<file path="config.mk">
export PLATFORM = sky130hd
export DESIGN_NAME = s_core_loader
export DESIGN_NICKNAME = d
export VERILOG_FILES = /design/src/rtl/s_core_pkg.sv /design/src/rtl/s_core_loader_timer.sv /design/src/rtl/s_core_loader.sv
export SDC_FILE = /design/constraint.sdc
export NUM_CORES = 1
export LEC_CHECK = 0
export ABC_AREA = 1
export CAP_MARGIN = 0
export CELL_PAD_IN_SITES_DETAIL_PLACEMENT = 2
export CELL_PAD_IN_SITES_GLOBAL_PLACEMENT = 2
export CORE_UTILIZATION = 25
export CTS_CLUSTER_DIAMETER = 40
export DETAILED_ROUTE_END_ITERATION = 8
export PLACE_DENSITY = 0.67
export SETUP_SLACK_MARGIN = 0.15
export SYNTH_ARGS = -nofsm -noshare
export SYNTH_HDL_FRONTEND = slang
export SYNTH_SLANG_ARGS = --single-unit
</file>
<file path="constraint.sdc">
create_clock -name clk -period 2.57 [get_ports clk]
set_input_delay 0.514 -clock clk [delete_from_list [all_inputs] [get_ports clk]]
set_output_delay 0.514 -clock clk [all_outputs]
set_load 0.005 [all_outputs]
</file>
<file path="src/rtl/s_core_pkg.sv">
// ---------------------------------------------------------------------------
// s_core_pkg
// Shared definitions for the s_core program loader: host command codes,
// payload lengths, loader FSM state encoding and sticky error-bit positions.
// ---------------------------------------------------------------------------
package s_core_pkg;

   // Host command codes (first byte of every packet)
   localparam logic [7:0] CMD_WRITE_IMEM = 8'h01;
   localparam logic [7:0] CMD_WRITE_REG  = 8'h02;
   localparam logic [7:0] CMD_SET_START  = 8'h03;
   localparam logic [7:0] CMD_RUN        = 8'h04;
   localparam logic [7:0] CMD_HALT       = 8'h05;
   localparam logic [7:0] CMD_CLR_ERR    = 8'h06;

   // Payload byte counts following the command byte
   localparam logic [3:0] LEN_WRITE_IMEM = 4'd8;
   localparam logic [3:0] LEN_WRITE_REG  = 4'd5;
   localparam logic [3:0] LEN_SET_START  = 4'd4;
   localparam logic [3:0] LEN_NONE       = 4'd0;

   // Loader FSM states
   typedef enum logic [1:0] {
      ST_IDLE    = 2'd0,
      ST_PAYLOAD = 2'd1,
      ST_COMMIT  = 2'd2
   } state_t;

   // Bit positions inside the sticky error vector
   localparam int ERR_UNKNOWN_CMD = 0;
   localparam int ERR_MISALIGNED  = 1;
   localparam int ERR_TIMEOUT     = 2;
   localparam int ERR_RUNNING     = 3;

   function automatic logic cmd_known(input logic [7:0] cmd);
      return (cmd >= CMD_WRITE_IMEM) && (cmd <= CMD_CLR_ERR);
   endfunction

   function automatic logic [3:0] cmd_len(input logic [7:0] cmd);
      logic [3:0] len;
      case (cmd)
         CMD_WRITE_IMEM: len = LEN_WRITE_IMEM;
         CMD_WRITE_REG:  len = LEN_WRITE_REG;
         CMD_SET_START:  len = LEN_SET_START;
         default:        len = LEN_NONE;
      endcase
      return len;
   endfunction

endpackage

</file>
<file path="src/rtl/s_core_loader_timer.sv">
// ---------------------------------------------------------------------------
// s_core_loader_timer
// Idle-cycle counter used to abort stalled packets. Counts every enabled
// cycle in which clr is low; expired pulses during the TIMEOUT_CYCLES-th
// consecutive such cycle, so the owner can drop the packet at that edge.
//
// Ports:
//   clk      system clock
//   rst      synchronous active-high reset
//   en       counting enabled (loader is collecting payload)
//   clr      restart the count (byte accepted / not collecting payload)
//   expired  one-cycle pulse on the TIMEOUT_CYCLES-th idle cycle
// ---------------------------------------------------------------------------
module s_core_loader_timer #(
   parameter int TIMEOUT_CYCLES = 1000
) (
   input  logic clk,
   input  logic rst,
   input  logic en,
   input  logic clr,
   output logic expired
);

   localparam int CW = $clog2(TIMEOUT_CYCLES + 1);

   logic [CW-1:0] count_reg;

   always_ff @(posedge clk) begin
      if (rst || clr || !en) begin
         count_reg <= '0;
      end else begin
         count_reg <= count_reg + 1'b1;
      end
   end

   // count_reg holds the number of idle cycles already completed, so the
   // current cycle is the TIMEOUT_CYCLES-th one when it equals N-1.
   assign expired = en && !clr && (count_reg == CW'(TIMEOUT_CYCLES - 1));

endmodule

</file>
<file path="src/rtl/s_core_loader.sv">
// ---------------------------------------------------------------------------
// s_core_loader
// Byte-stream program loader for s_core. Decodes host command packets,
// assembles little-endian payload words and drives the core setup
// interface (instruction-memory writes, register preloads, start PC and
// setup/run control).
//
// Ports:
//   clk, rst                 clock, synchronous active-high reset
//   i_rx_valid, i_rx_data    host byte stream
//   o_rx_ready               byte accepted when valid & ready (low in COMMIT)
//   o_setup                  1 = core held in setup, 0 = running
//   o_inst_mem_we/addr/data  one-cycle IMEM write strobe with address/word
//   o_load_reg_we/addr/data  one-cycle register-file write strobe
//   o_pc_instr_start_addr    core start PC
//   o_err_flags              sticky: [0] unknown cmd, [1] misaligned,
//                            [2] timeout, [3] write while running
//   o_wr_count               successful IMEM + register writes (wraps)
// ---------------------------------------------------------------------------
module s_core_loader
   import s_core_pkg::*;
#(
   parameter int ADDR_W         = 32,
   parameter int DATA_W         = 32,
   parameter int TIMEOUT_CYCLES = 1000,
   parameter int CNT_W          = 16
) (
   input  logic              clk,
   input  logic              rst,
   input  logic              i_rx_valid,
   input  logic [7:0]        i_rx_data,
   output logic              o_rx_ready,
   output logic              o_setup,
   output logic              o_inst_mem_we,
   output logic [ADDR_W-1:0] o_inst_mem_addr,
   output logic [DATA_W-1:0] o_inst_mem_data,
   output logic              o_load_reg_we,
   output logic [4:0]        o_load_reg_addr,
   output logic [DATA_W-1:0] o_load_reg_data,
   output logic [ADDR_W-1:0] o_pc_instr_start_addr,
   output logic [3:0]        o_err_flags,
   output logic [CNT_W-1:0]  o_wr_count
);

   state_t            state_reg, state_next;
   logic [7:0]        cmd_reg;
   logic [3:0]        cnt_reg;
   // Holds the most recent 7 payload bytes; together with the incoming byte
   // this forms the full 8-byte WRITE_IMEM payload. Shorter payloads end up
   // left-justified, so the final 32-bit word always sits at the top.
   logic [55:0]       asm_reg;
   logic [63:0]       asm_shift;

   logic              setup_reg;
   logic [ADDR_W-1:0] imem_addr_reg;
   logic [DATA_W-1:0] imem_data_reg;
   logic [4:0]        reg_addr_reg;
   logic [DATA_W-1:0] reg_data_reg;
   logic [ADDR_W-1:0] start_reg;
   logic [3:0]        err_reg;
   logic [CNT_W-1:0]  wr_count_reg;

   logic              byte_acc;
   logic              last_byte;
   logic              timer_clr;
   logic              timer_expired;
   logic [31:0]       start_cand;
   logic              start_ok;

   assign byte_acc   = i_rx_valid && o_rx_ready;
   assign asm_shift  = {i_rx_data, asm_reg};
   assign last_byte  = (state_reg == ST_PAYLOAD) && byte_acc &&
                       (cnt_reg == cmd_len(cmd_reg) - 4'd1);
   assign timer_clr  = byte_acc || (state_reg != ST_PAYLOAD);
   // SET_START payload is exactly one word, so during COMMIT it is the top
   // 32 bits of the assembly register.
   assign start_cand = asm_reg[55:24];

   s_core_loader_timer #(
      .TIMEOUT_CYCLES (TIMEOUT_CYCLES)
   ) u_timer (
      .clk     (clk),
      .rst     (rst),
      .en      (state_reg == ST_PAYLOAD),
      .clr     (timer_clr),
      .expired (timer_expired)
   );

   // ---------------- FSM: state register ----------------
   always_ff @(posedge clk) begin
      if (rst) begin
         state_reg <= ST_IDLE;
      end else begin
         state_reg <= state_next;
      end
   end

   // ---------------- FSM: next state ----------------
   always_comb begin
      state_next = state_reg;
      case (state_reg)
         ST_IDLE: begin
            if (byte_acc && cmd_known(i_rx_data)) begin
               state_next = (cmd_len(i_rx_data) == LEN_NONE) ? ST_COMMIT : ST_PAYLOAD;
            end
         end
         ST_PAYLOAD: begin
            if (last_byte) begin
               state_next = ST_COMMIT;
            end else if (timer_expired) begin
               state_next = ST_IDLE;
            end
         end
         ST_COMMIT: state_next = ST_IDLE;
         default:   state_next = ST_IDLE;
      endcase
   end

   // ---------------- FSM: outputs ----------------
   // Strobes are decoded from the COMMIT state so they appear in the cycle
   // right after the last payload byte, with addr/data already latched.
   always_comb begin
      o_rx_ready    = (state_reg != ST_COMMIT);
      o_inst_mem_we = 1'b0;
      o_load_reg_we = 1'b0;
      start_ok      = 1'b0;
      if (state_reg == ST_COMMIT) begin
         o_inst_mem_we = (cmd_reg == CMD_WRITE_IMEM) && setup_reg &&
                         (imem_addr_reg[1:0] == 2'b00);
         o_load_reg_we = (cmd_reg == CMD_WRITE_REG) && setup_reg &&
                         (reg_addr_reg != 5'd0);
         start_ok      = (cmd_reg == CMD_SET_START) && setup_reg &&
                         (start_cand[1:0] == 2'b00);
      end
   end

   // ---------------- Datapath ----------------
   always_ff @(posedge clk) begin
      if (rst) begin
         cmd_reg       <= '0;
         cnt_reg       <= '0;
         asm_reg       <= '0;
         setup_reg     <= 1'b1;
         imem_addr_reg <= '0;
         imem_data_reg <= '0;
         reg_addr_reg  <= '0;
         reg_data_reg  <= '0;
         start_reg     <= '0;
         err_reg       <= '0;
         wr_count_reg  <= '0;
      end else begin
         case (state_reg)
            ST_IDLE: begin
               if (byte_acc) begin
                  if (cmd_known(i_rx_data)) begin
                     cmd_reg <= i_rx_data;
                     cnt_reg <= '0;
                  end else begin
                     err_reg[ERR_UNKNOWN_CMD] <= 1'b1;
                  end
               end
            end
            ST_PAYLOAD: begin
               if (byte_acc) begin
                  asm_reg <= asm_shift[63:8];
                  cnt_reg <= cnt_reg + 4'd1;
                  // Latch outputs on the final byte so they are stable for
                  // the whole COMMIT cycle and hold until the next commit.
                  if (last_byte && cmd_reg == CMD_WRITE_IMEM) begin
                     imem_addr_reg <= ADDR_W'(asm_shift[31:0]);
                     imem_data_reg <= asm_shift[63:32];
                  end
                  if (last_byte && cmd_reg == CMD_WRITE_REG) begin
                     reg_addr_reg <= asm_shift[28:24];
                     reg_data_reg <= asm_shift[63:32];
                  end
               end else if (timer_expired) begin
                  err_reg[ERR_TIMEOUT] <= 1'b1;
               end
            end
            ST_COMMIT: begin
               case (cmd_reg)
                  CMD_WRITE_IMEM: begin
                     if (imem_addr_reg[1:0] != 2'b00) err_reg[ERR_MISALIGNED] <= 1'b1;
                     if (!setup_reg)                  err_reg[ERR_RUNNING]    <= 1'b1;
                     if (o_inst_mem_we)               wr_count_reg <= wr_count_reg + 1'b1;
                  end
                  CMD_WRITE_REG: begin
                     if (!setup_reg)    err_reg[ERR_RUNNING] <= 1'b1;
                     if (o_load_reg_we) wr_count_reg <= wr_count_reg + 1'b1;
                  end
                  CMD_SET_START: begin
                     if (start_cand[1:0] != 2'b00) err_reg[ERR_MISALIGNED] <= 1'b1;
                     if (!setup_reg)               err_reg[ERR_RUNNING]    <= 1'b1;
                     if (start_ok)                 start_reg <= ADDR_W'(start_cand);
                  end
                  CMD_RUN:     setup_reg <= 1'b0;
                  CMD_HALT:    setup_reg <= 1'b1;
                  CMD_CLR_ERR: err_reg   <= '0;
                  default: ;
               endcase
            end
            default: ;
         endcase
      end
   end

   assign o_setup               = setup_reg;
   assign o_inst_mem_addr       = imem_addr_reg;
   assign o_inst_mem_data       = imem_data_reg;
   assign o_load_reg_addr       = reg_addr_reg;
   assign o_load_reg_data       = reg_data_reg;
   assign o_pc_instr_start_addr = start_reg;
   assign o_err_flags           = err_reg;
   assign o_wr_count            = wr_count_reg;

endmodule

</file>
==> metrics.md <==
| Metric | Value |
|---|---|
| RSZ-0062 raised after global routing | `true` |
| Number of detailed-route iterations in the first pass | `4` |
| Die area | `41,730 sq um` |
| Clock sinks | `234` |
| Total Nets Final | `1,711` |
| Final ANT Viol Nets | `0` |
| Count leader, synth | `nand2_1` |
| Worst hold path class | `reg2reg` |
| Die Height | `204.3 um` |
| Ys Warns | `0` |
| WHS | `0.4475 ns` |
| PortBufs | `167` |
| Most used cell, CP | `nand2_1` |
| Synth async-reset ratio | `0%` |
| Power Density | `690.2 nW/um^2` |
| Fin util | `39.32%` |
| CTS tree | `built` |
| Max-slew violation count | `0` |
| Worst setup EP type | `register` |
| Unique masters post-synth | `30` |
| #FFs+latches synth | `234` |
| Worst EP required | `3.08 ns` |
| TritonCTS buffer count | `52` |
| Peak fanout along the critical path | `6` |
| H-tree depth | `2` |
| # Max-Cap Violations | `0` |
| Hpwl dp | `25,590 um` |
| Worst path buffer plus inverter count | `8` |
| Max VDD drop | `0.3985 mV` |
| Post-synthesis sequential area ratio | `45.79%` |
| Startpoint types | `register` |
| Cells after Synth | `1,475` |
| Post-Syn Nets | `1,490` |
| Ports | `168` |
| Row count | `73` |
| Synth top area cells | `dfxtp_1 (46%), nand2_1 (11%), inv_1 (11%)` |
| Hold buffer count at CTS | `0` |
| DR WL/cell | `18.28 um` |
| CP arrival | `3.03 ns` |
| Total power | `10.86 mW` |
| Top cell type's share of synthesized area | `45.79%` |
| GPL Wtd Cong | `0.7313` |
| Area growth, synth to finish | `53.75%` |
| Vias/cell | `4.649` |
| Largest stage delay, worst path | `0.33 ns` |
| GR Overflow Total | `0` |
| Setup violations, final | `0` |
| Core ar. | `40,010 sq um` |
| First-pass GRT wire length | `62,140 um` |
| Layout cells sized above 1 | `20.53%` |
| Slowest cell on the critical path | `dfxtp_1` |
| Crit path max-delay family | `buffers and inverters` |
| Pleak | `6.391 nW` |
| Number of global-route vias before repair | `11.20k` |
| Critical path class | `reg2reg` |
| Total number of vias | `10.53k` |
| Die width | `204.3 um` |
| Run status | `finished, final reports clean` |
| Clock root buffer master | `clkbuf_16` |
| FMAX | `398.3 MHz` |
| Fin. Hold Viols | `0` |
| Routed wire length | `41,420 um` |
| Synth cell count leaders | `nand2_1 (299), inv_1 (297), dfxtp_1 (234), nor2_1 (158), a21oi_1 (118)` |
| Post-route DRC | `0` |
| Initial antenna violation count | `2` |
| Period utilization | `97.70%` |
| Slew HR | `64.79%` |
| Worst-margin pin slew | `0.5241 ns` |
| All-layer global routing usage | `19.03%` |
| Max FFs per register | `56` |
| Mapped Area | `10,230 sq um` |
| Worst-path cell chain | `inv_1 > nand2_1 > nor2_2 > nand2_4 > inv_4 > nor2_4 > ha_4 > xnor2_2 > nor2_1 > nand2_1 > clkinv_2 > buf_6 > nand3_4 > buf_12 > buf_12 > clkbuf_16 > nand2_1 > inv_1 > nor2_1` |
| DRT iter0 DRCs | `370` |
| Post-synth top area cell | `dfxtp_1` |
| Later-pin clock latency in the skew report | `0.57 ns` |
| Fin Clk Skew | `0.01601 ns` |
| Tmin final | `2.511 ns` |
| Top_reg_cell synth | `dfxtp_1` |
| Largest net degree at the start of global routing | `105` |
| Initial Util | `25.57%` |
| Syn Area/Cell | `6.935 sq um` |
| Post-synth EDFFs | `0` |
| Clock buffer depth | `3` |
| Clk pin slew, worst setup/hold paths | `0.05 ns` |
## worst paths after layout
| kind | start | end | slack (ns) | depth (start not counted) |
|---|---|---|---|---|
| min | u_timer.count_reg[0] | u_timer.count_reg[0] | 0.45 | 1 |
| max reg2reg | cmd_reg[3] | o_inst_mem_data[6] | 0.06 | 19 |
| min reg2reg | u_timer.count_reg[0] | u_timer.count_reg[0] | 0.45 | 1 |
| max | cmd_reg[3] | o_inst_mem_data[6] | 0.06 | 19 |
## stage by stage
| stage | TNS (ns) | instance area [sq um] | worst slack [ns] | cells |
|---|---|---|---|---|
| finish | 0 | 15730 | 0.05923 | 2266 |
| global route | -0.6063 | 15730 | -0.04575 | 2265 |
| CTS | 0 | 14890 | 0.1175 | 2246 |
| detailed placement | -0.3439 | 12600 | -0.1191 | 2120 |
| global placement | -0.1147 | 12600 | -0.07056 | 2120 |
| floorplan | 0 | 10230 | 0.2923 | 1475 |
## report_power, final
part / internal, mW / switching, mW / leakage (nW)
clock network: 4.69 / 2.30 / 0.886
registers: 3.64 / 0.00390 / 1.89
logic: 0.0690 / 0.154 / 3.62
total: 8.40 / 2.45 / 6.39
## final cells by class
type	instances	area, sq um
Clock buffer	60	1391
Inverter	304	1155
Antenna cell	2	5.005
Sequential cell	234	4690
Timing Repair Buffer	249	2856
Multi-Input combinational cell	855	4519
Tap cell	525	656.9
Clock inverter	37	455.4
Fill cell	4484	24280
## per-layer routing
layer	routed length, um	track usage [%]	vias up
li1	-	-	5059
met1	18790	24.36	5238
met2	20270	31.91	176
met3	1343	3.125	61
met4	1020	7.090	0
met5	0	0	-
## cell usage in the layout (no fill, tap or decap), types with 48 or more instances in the layout
cell / netlist / routed
a21oi_1: 118 / 118
dfxtp_1: 234 / 230
clkbuf_16: 0 / 59
nand2_4: 0 / 48
inv_1: 297 / 251
o21ai_0: 96 / 96
nand4_1: 104 / 104
nor2_1: 158 / 128
inv_2: 7 / 48
clkdlybuf4s50_1: 0 / 165
nand2_1: 299 / 223
## what timing repair did
action / CTS / global route
gates cloned: 6 / 8
setup endpoints to repair: 89 / 113
hold endpoints to repair: 0 / 0
setup buffers: 23 / 10
gates resized for setup: 29 / 211
pin swaps: 17 / 77
## logic make-up (layout without fill, tap and decap cells)
group | after synthesis | after routing | share of synthesized area, %
AO/OA/AOI/OAI | 218 | 218 | 10.79
XOR/XNOR | 8 | 8 | 0.6850
adder cells (fa/ha/maj) | 4 | 4 | 0.4893
buffers and inverters | 386 | 650 | 15.46
flip-flops | 234 | 234 | 45.79
other | 0 | 2 | 0
AND/OR/NAND/NOR | 625 | 625 | 26.79
Power figures use the tool's default switching activity.
